==> config.mk <==
export PLATFORM = sky130hd
export DESIGN_NAME = retire_monitor
export DESIGN_NICKNAME = d
export VERILOG_FILES = /design/src/rtl/retire_monitor.sv
export SDC_FILE = /design/constraint.sdc
export NUM_CORES = 1
export LEC_CHECK = 0
export CORE_MARGIN = 1.5
export CORE_UTILIZATION = 34
export DETAILED_ROUTE_END_ITERATION = 8
export GPL_ROUTABILITY_DRIVEN = 0
export SETUP_SLACK_MARGIN = 0.3
export SLEW_MARGIN = 10
export SYNTH_ARGS = -nofsm -noshare
export SYNTH_HDL_FRONTEND = slang
export SYNTH_SLANG_ARGS = --single-unit
==> constraint.sdc <==
create_clock -name clk -period 8.33 [get_ports clk]
set_input_delay 1.666 -clock clk [delete_from_list [all_inputs] [get_ports clk]]
set_output_delay 1.666 -clock clk [all_outputs]
set_load 0.005 [all_outputs]
==> src/rtl/retire_monitor.sv <==
// Retire-stream monitor: classifies each retiring instruction into a compact
// trace record and queues it in a small FIFO for a downstream drain port.
module retire_monitor #(
  parameter int DEPTH = 4
) (
  input  logic        clk,
  input  logic        rst,
  input  logic [15:0] PC,
  input  logic [15:0] Inst,
  input  logic        RegWrite,
  input  logic [2:0]  WriteRegister,
  input  logic [15:0] WriteData,
  input  logic        MemRead,
  input  logic        MemWrite,
  input  logic [15:0] MemAddress,
  input  logic [15:0] MemData,
  input  logic        Halt,
  output logic        out_valid,
  input  logic        out_ready,
  output logic [2:0]  out_kind,
  output logic [15:0] out_inum,
  output logic [15:0] out_pc,
  output logic [2:0]  out_reg,
  output logic [15:0] out_value,
  output logic [15:0] out_addr,
  output logic [15:0] out_mdata,
  output logic [31:0] cycle_count,
  output logic [31:0] inst_count,
  output logic [15:0] drop_count,
  output logic        done
);

  localparam int AW = (DEPTH > 1) ? $clog2(DEPTH) : 1;
  localparam logic [AW:0] FULL_CNT = (AW+1)'(DEPTH);

  localparam logic [2:0] K_NOP   = 3'd0;
  localparam logic [2:0] K_REG   = 3'd1;
  localparam logic [2:0] K_LOAD  = 3'd2;
  localparam logic [2:0] K_STORE = 3'd3;
  localparam logic [2:0] K_STU   = 3'd4;
  localparam logic [2:0] K_HALT  = 3'd5;

  typedef struct packed {
    logic [2:0]  kind;
    logic [15:0] inum;
    logic [15:0] pc;
    logic [2:0]  rg;
    logic [15:0] value;
    logic [15:0] addr;
    logic [15:0] mdata;
  } rec_t;

  typedef enum logic [1:0] {RUN, HALT_PEND, DRAIN, DONE} state_t;

  state_t        state, state_nxt;
  rec_t          mem [DEPTH];
  rec_t          rec_in, halt_rec, push_rec, head;
  logic [2:0]    kind;
  logic [AW-1:0] wr_ptr, rd_ptr;
  logic [AW:0]   count, count_nxt;
  logic          push, pop, can_push, drop, retire, capture;

  // The instruction word is not carried in the trace record.
  logic inst_unused;
  assign inst_unused = ^Inst;

  // Classification priority: a write-back wins over Halt, so RegWrite&Halt is a plain reg op.
  always_comb begin
    if (RegWrite && MemWrite)     kind = K_STU;
    else if (RegWrite && MemRead) kind = K_LOAD;
    else if (RegWrite)            kind = K_REG;
    else if (Halt)                kind = K_HALT;
    else if (MemWrite)            kind = K_STORE;
    else                          kind = K_NOP;
  end

  always_comb begin
    rec_in      = '0;
    rec_in.kind = kind;
    rec_in.inum = inst_count[15:0];
    rec_in.pc   = PC;
    if (kind == K_REG || kind == K_LOAD || kind == K_STU) begin
      rec_in.rg    = WriteRegister;
      rec_in.value = WriteData;
    end
    if (kind == K_LOAD || kind == K_STORE || kind == K_STU)
      rec_in.addr = MemAddress;
    if (kind == K_STORE || kind == K_STU)
      rec_in.mdata = MemData;
  end

  assign out_valid = (count != '0);
  assign pop       = out_valid && out_ready;
  assign can_push  = (count != FULL_CNT) || pop;

  always_comb begin
    state_nxt = state;
    push_rec  = rec_in;
    push      = 1'b0;
    drop      = 1'b0;
    retire    = 1'b0;
    capture   = 1'b0;
    case (state)
      RUN: begin
        retire = 1'b1;
        if (can_push) begin
          push = 1'b1;
          if (kind == K_HALT) state_nxt = DRAIN;
        end else if (kind == K_HALT) begin
          capture   = 1'b1;
          state_nxt = HALT_PEND;
        end else begin
          drop = 1'b1;
        end
      end
      HALT_PEND: begin
        push_rec = halt_rec;
        if (can_push) begin
          push      = 1'b1;
          state_nxt = DRAIN;
        end
      end
      DRAIN: if (count_nxt == '0) state_nxt = DONE;
      DONE:  state_nxt = DONE;
      default: state_nxt = RUN;
    endcase
  end

  assign count_nxt = count + (AW+1)'(push) - (AW+1)'(pop);

  always_ff @(posedge clk or posedge rst) begin
    if (rst) begin
      state       <= RUN;
      wr_ptr      <= '0;
      rd_ptr      <= '0;
      count       <= '0;
      halt_rec    <= '0;
      cycle_count <= '0;
      inst_count  <= '0;
      drop_count  <= '0;
    end else begin
      state <= state_nxt;
      count <= count_nxt;
      if (push)    wr_ptr   <= wr_ptr + AW'(1);
      if (pop)     rd_ptr   <= rd_ptr + AW'(1);
      if (capture) halt_rec <= rec_in;
      if (state != DONE && cycle_count != 32'hFFFF_FFFF)
        cycle_count <= cycle_count + 32'd1;
      if (retire)
        inst_count <= inst_count + 32'd1;
      if (drop && drop_count != 16'hFFFF)
        drop_count <= drop_count + 16'd1;
    end
  end

  // Storage needs no reset: the head is masked whenever the FIFO is empty.
  always_ff @(posedge clk) begin
    if (push) mem[wr_ptr] <= push_rec;
  end

  assign head      = out_valid ? mem[rd_ptr] : '0;
  assign out_kind  = head.kind;
  assign out_inum  = head.inum;
  assign out_pc    = head.pc;
  assign out_reg   = head.rg;
  assign out_value = head.value;
  assign out_addr  = head.addr;
  assign out_mdata = head.mdata;
  assign done      = (state == DONE);

endmodule

==> summary.md <==
| Metric | Value |
|---|---|
| Remaining antenna violation count after routing | 0 |
| Core box area | 61600 um2 |
| Clock slew at reported path FFs | 60 ps |
| Most frequent cells in the layout | edfxtp_1 (344), clkdlybuf4s50_1 (241), dfrtp_1 (173) |
| Cell area after synthesis | 21200 um2 |
| Max Cap Viol | 0 |
| Clock Skew | 15.4 ps |
| Setup-failing EPs final | 0 |
| Achievable frequency | 0.197 GHz |
| First-pass GRT wire length | 74900 um |
| Final Max Tran Viols | 0 |
| Final hold violation count | 0 |
| Ranking of synthesized cells by area | edfxtp_1 (49%), dfrtp_1 (21%), mux4_2 (9.1%) |
| CTS Hold Buffers Added | 0 |
| Peak VDD IR | 166 uV |
| Post-synthesis sequential area ratio | 69.4% |
| Hold slack | 467 ps |
| Layout cells sized above 1 | 17.7% |
| CP Class | reg2out |
| Post-route cell area | 26300 um2 |
| Antenna violations before repair | 1 |
| FF+latch count, synth | 519 |
| Cell variety after synth | 44 |
| CP max FO | 45 |
| Die width | 253 um |
| H-tree levels | 2 |
| Slew @ Worst Pin | 1110 ps |
| Final core utilization | 42.6% |
| Clk Latency, worst-skew pair | 600 ps |
| CTS buffer count | 55 |
| Hold Crit Class | reg2reg |
| IO Pins | 258 |
| Dpl hpwl | 27400 um |
| I/O Buffers | 241 |
| Via/cell ratio | 4.82 |
| Routed length per placed instance | 20.5 um |
| DRT Wirelength | 48900 um |
| Vias | 11542 |
| Area post-placement | 24500 um2 |
| Synth async-reset ratio | 33.7% |
| CP arrival | 3410 ps |
| Initial Utilization | 34.4% |
| Fin crit share | 60.9% |
| Worst Setup Start Kind | flop |
| Commonest non-fill, non-tap cell in the layout | edfxtp_1 |
| Final min period | 5080 ps |
| All-layer global routing usage | 15.6% |
| Drc violations | 0 |
| TritonCTS clock tree | done |
| Vias in the first global route | 12190 |
| Ys Warns | 0 |
| Final setup margin | 3250 ps |
| Cells after DPL | 2290 |
| Layout Cells excl Fill | 2393 |
| Root buf cell | clkbuf_16 |
| Diodes inserted | 0 |
| PwrDens | 258 nW/um2 |
| Y dimension of the die | 253 um |
| Post-Syn Nets | 1375 |
| Prevailing post-synth register cell | edfxtp_1 |
| Multi-input logic area | 6110 um2 |
| Largest net degree at the start of global routing | 115 |
| Slew Limit Headroom | 26.1% |
| FP Rows | 91 |
| CTS-repair resized insts | 0 |
| Mean Syn Cell Area | 16.6 um2 |
| Overall Power | 6.77 mW |
| Die Footprint | 63800 um2 |
| Register area | 14700 um2 |
| CP Capture Type | output pin |
| RSZ-0062 raised after global routing | no |
| Router iterations before antenna repair | 5 |
| Status | complete, no violations |
| Setup Buffers After CTS | 0 |
| Post-Synthesis Cells | 1275 |
| Iteration-0 DRC Markers | 598 |
| Sink Count | 519 |
| Number of nets in the layout | 1610 |
| TNS Setup | 0 ps |
| GRT overflow | 0 |
| Worst-case clock buffer depth | 3 |
| Fill cell count | 5550 |
| Number of synthesized flops with an enable pin | 344 |
| Syn-to-layout area delta | 23.9% |
| P_leak | 9.48 nW |
| Largest area contributor in the netlist | edfxtp_1 |
| Worst slack, placed | 3590 ps |
| Yosys top cell area share | 48.8% |
| CP required | 6660 ps |
cells by family after synthesis:
family	count (synthesis)	synth area share, %
compound gates	73	2.36
fa+ha+maj	10	0.626
mux	154	12.8
xor+xnor	77	3.18
flops	519	69.4
buf+inv	90	1.94
simple gates	352	9.71
per-layer routing:
metal | wire (um) | share of wire (%) | GRT usage (%)
met2 | 23600 | 48 | 25.5
met4 | 948 | 1.9 | 3.82
met5 | 11 | 0.022 | 0
met3 | 2920 | 6.0 | 3.78
met1 | 21500 | 44 | 21.0
cells in the mapped netlist, types with 2 or more instances:
| master | instances |
|---|---|
| edfxtp_1 | 344 |
| dfrtp_1 | 175 |
| and2_1 | 146 |
| mux4_2 | 86 |
| nand2_1 | 74 |
| mux2_2 | 67 |
| xnor2_1 | 52 |
| clkbuf_1 | 47 |
| a22o_1 | 32 |
| nand3_1 | 28 |
| o21ai_0 | 28 |
| nand4_1 | 25 |
| xor2_1 | 25 |
| nor2_1 | 20 |
| buf_4 | 17 |
| inv_1 | 14 |
| nor3_1 | 12 |
| and4_1 | 10 |
| and3_1 | 9 |
| ha_1 | 9 |
| a21oi_1 | 8 |
| buf_2 | 8 |
| buf_1 | 4 |
| nand2b_1 | 4 |
| nor4_4 | 4 |
| nor4_1 | 3 |
| or2_2 | 3 |
| nor4_2 | 2 |
| nor4b_1 | 2 |
| o31ai_1 | 2 |
| or3_1 | 2 |
final timing paths:
| kind | startpoint | to | slack (ps) | cells after the start |
|---|---|---|---|---|
| hold / removal | halt_rec[83] | halt_rec[83] | 470 | 1 |
| setup / recovery | rd_ptr[1] | out_pc[15] | 3250 | 4 |
| hold reg to reg | halt_rec[83] | halt_rec[83] | 470 | 1 |
| min in group asynchronous | rst | drop_count[0] | 1660 | 2 |
| setup reg to reg | count[1] | state[0] | 5210 | 11 |
| max in group asynchronous | rst | halt_rec[68] | 5160 | 3 |
critical path, cell delays in order, from the launching register on:
cell and delay, ps:
dfrtp_4 930, buf_4 710, mux4_2 400, and2_1 200, clkdlybuf4s50_1 480
flip-flops by register name, summed over array words and instances (netlist names):
signal / cells
count: 3
cycle_count: 32
drop_count: 16
halt_rec: 86
inst_count: 32
mem: 344
rd_ptr: 2
state: 2
wr_ptr: 2
layout make-up:
type	instances	area share [%]
sequential	519	56.0
multi-input combinational	666	23.3
timing repair buffer	254	9.61
clock buffer	69	5.48
tap	837	3.99
clock inverter	34	1.40
inverter	14	0.229
power by group:
group | internal (mW) | switching (mW) | total [mW]
clock | 1.42 | 1.03 | 2.45
sequential | 2.78 | 0.138 | 2.92
combinational | 0.851 | 0.555 | 1.41
total | 5.05 | 1.72 | 6.77
Note: power is estimated with default switching activity, not from simulation.
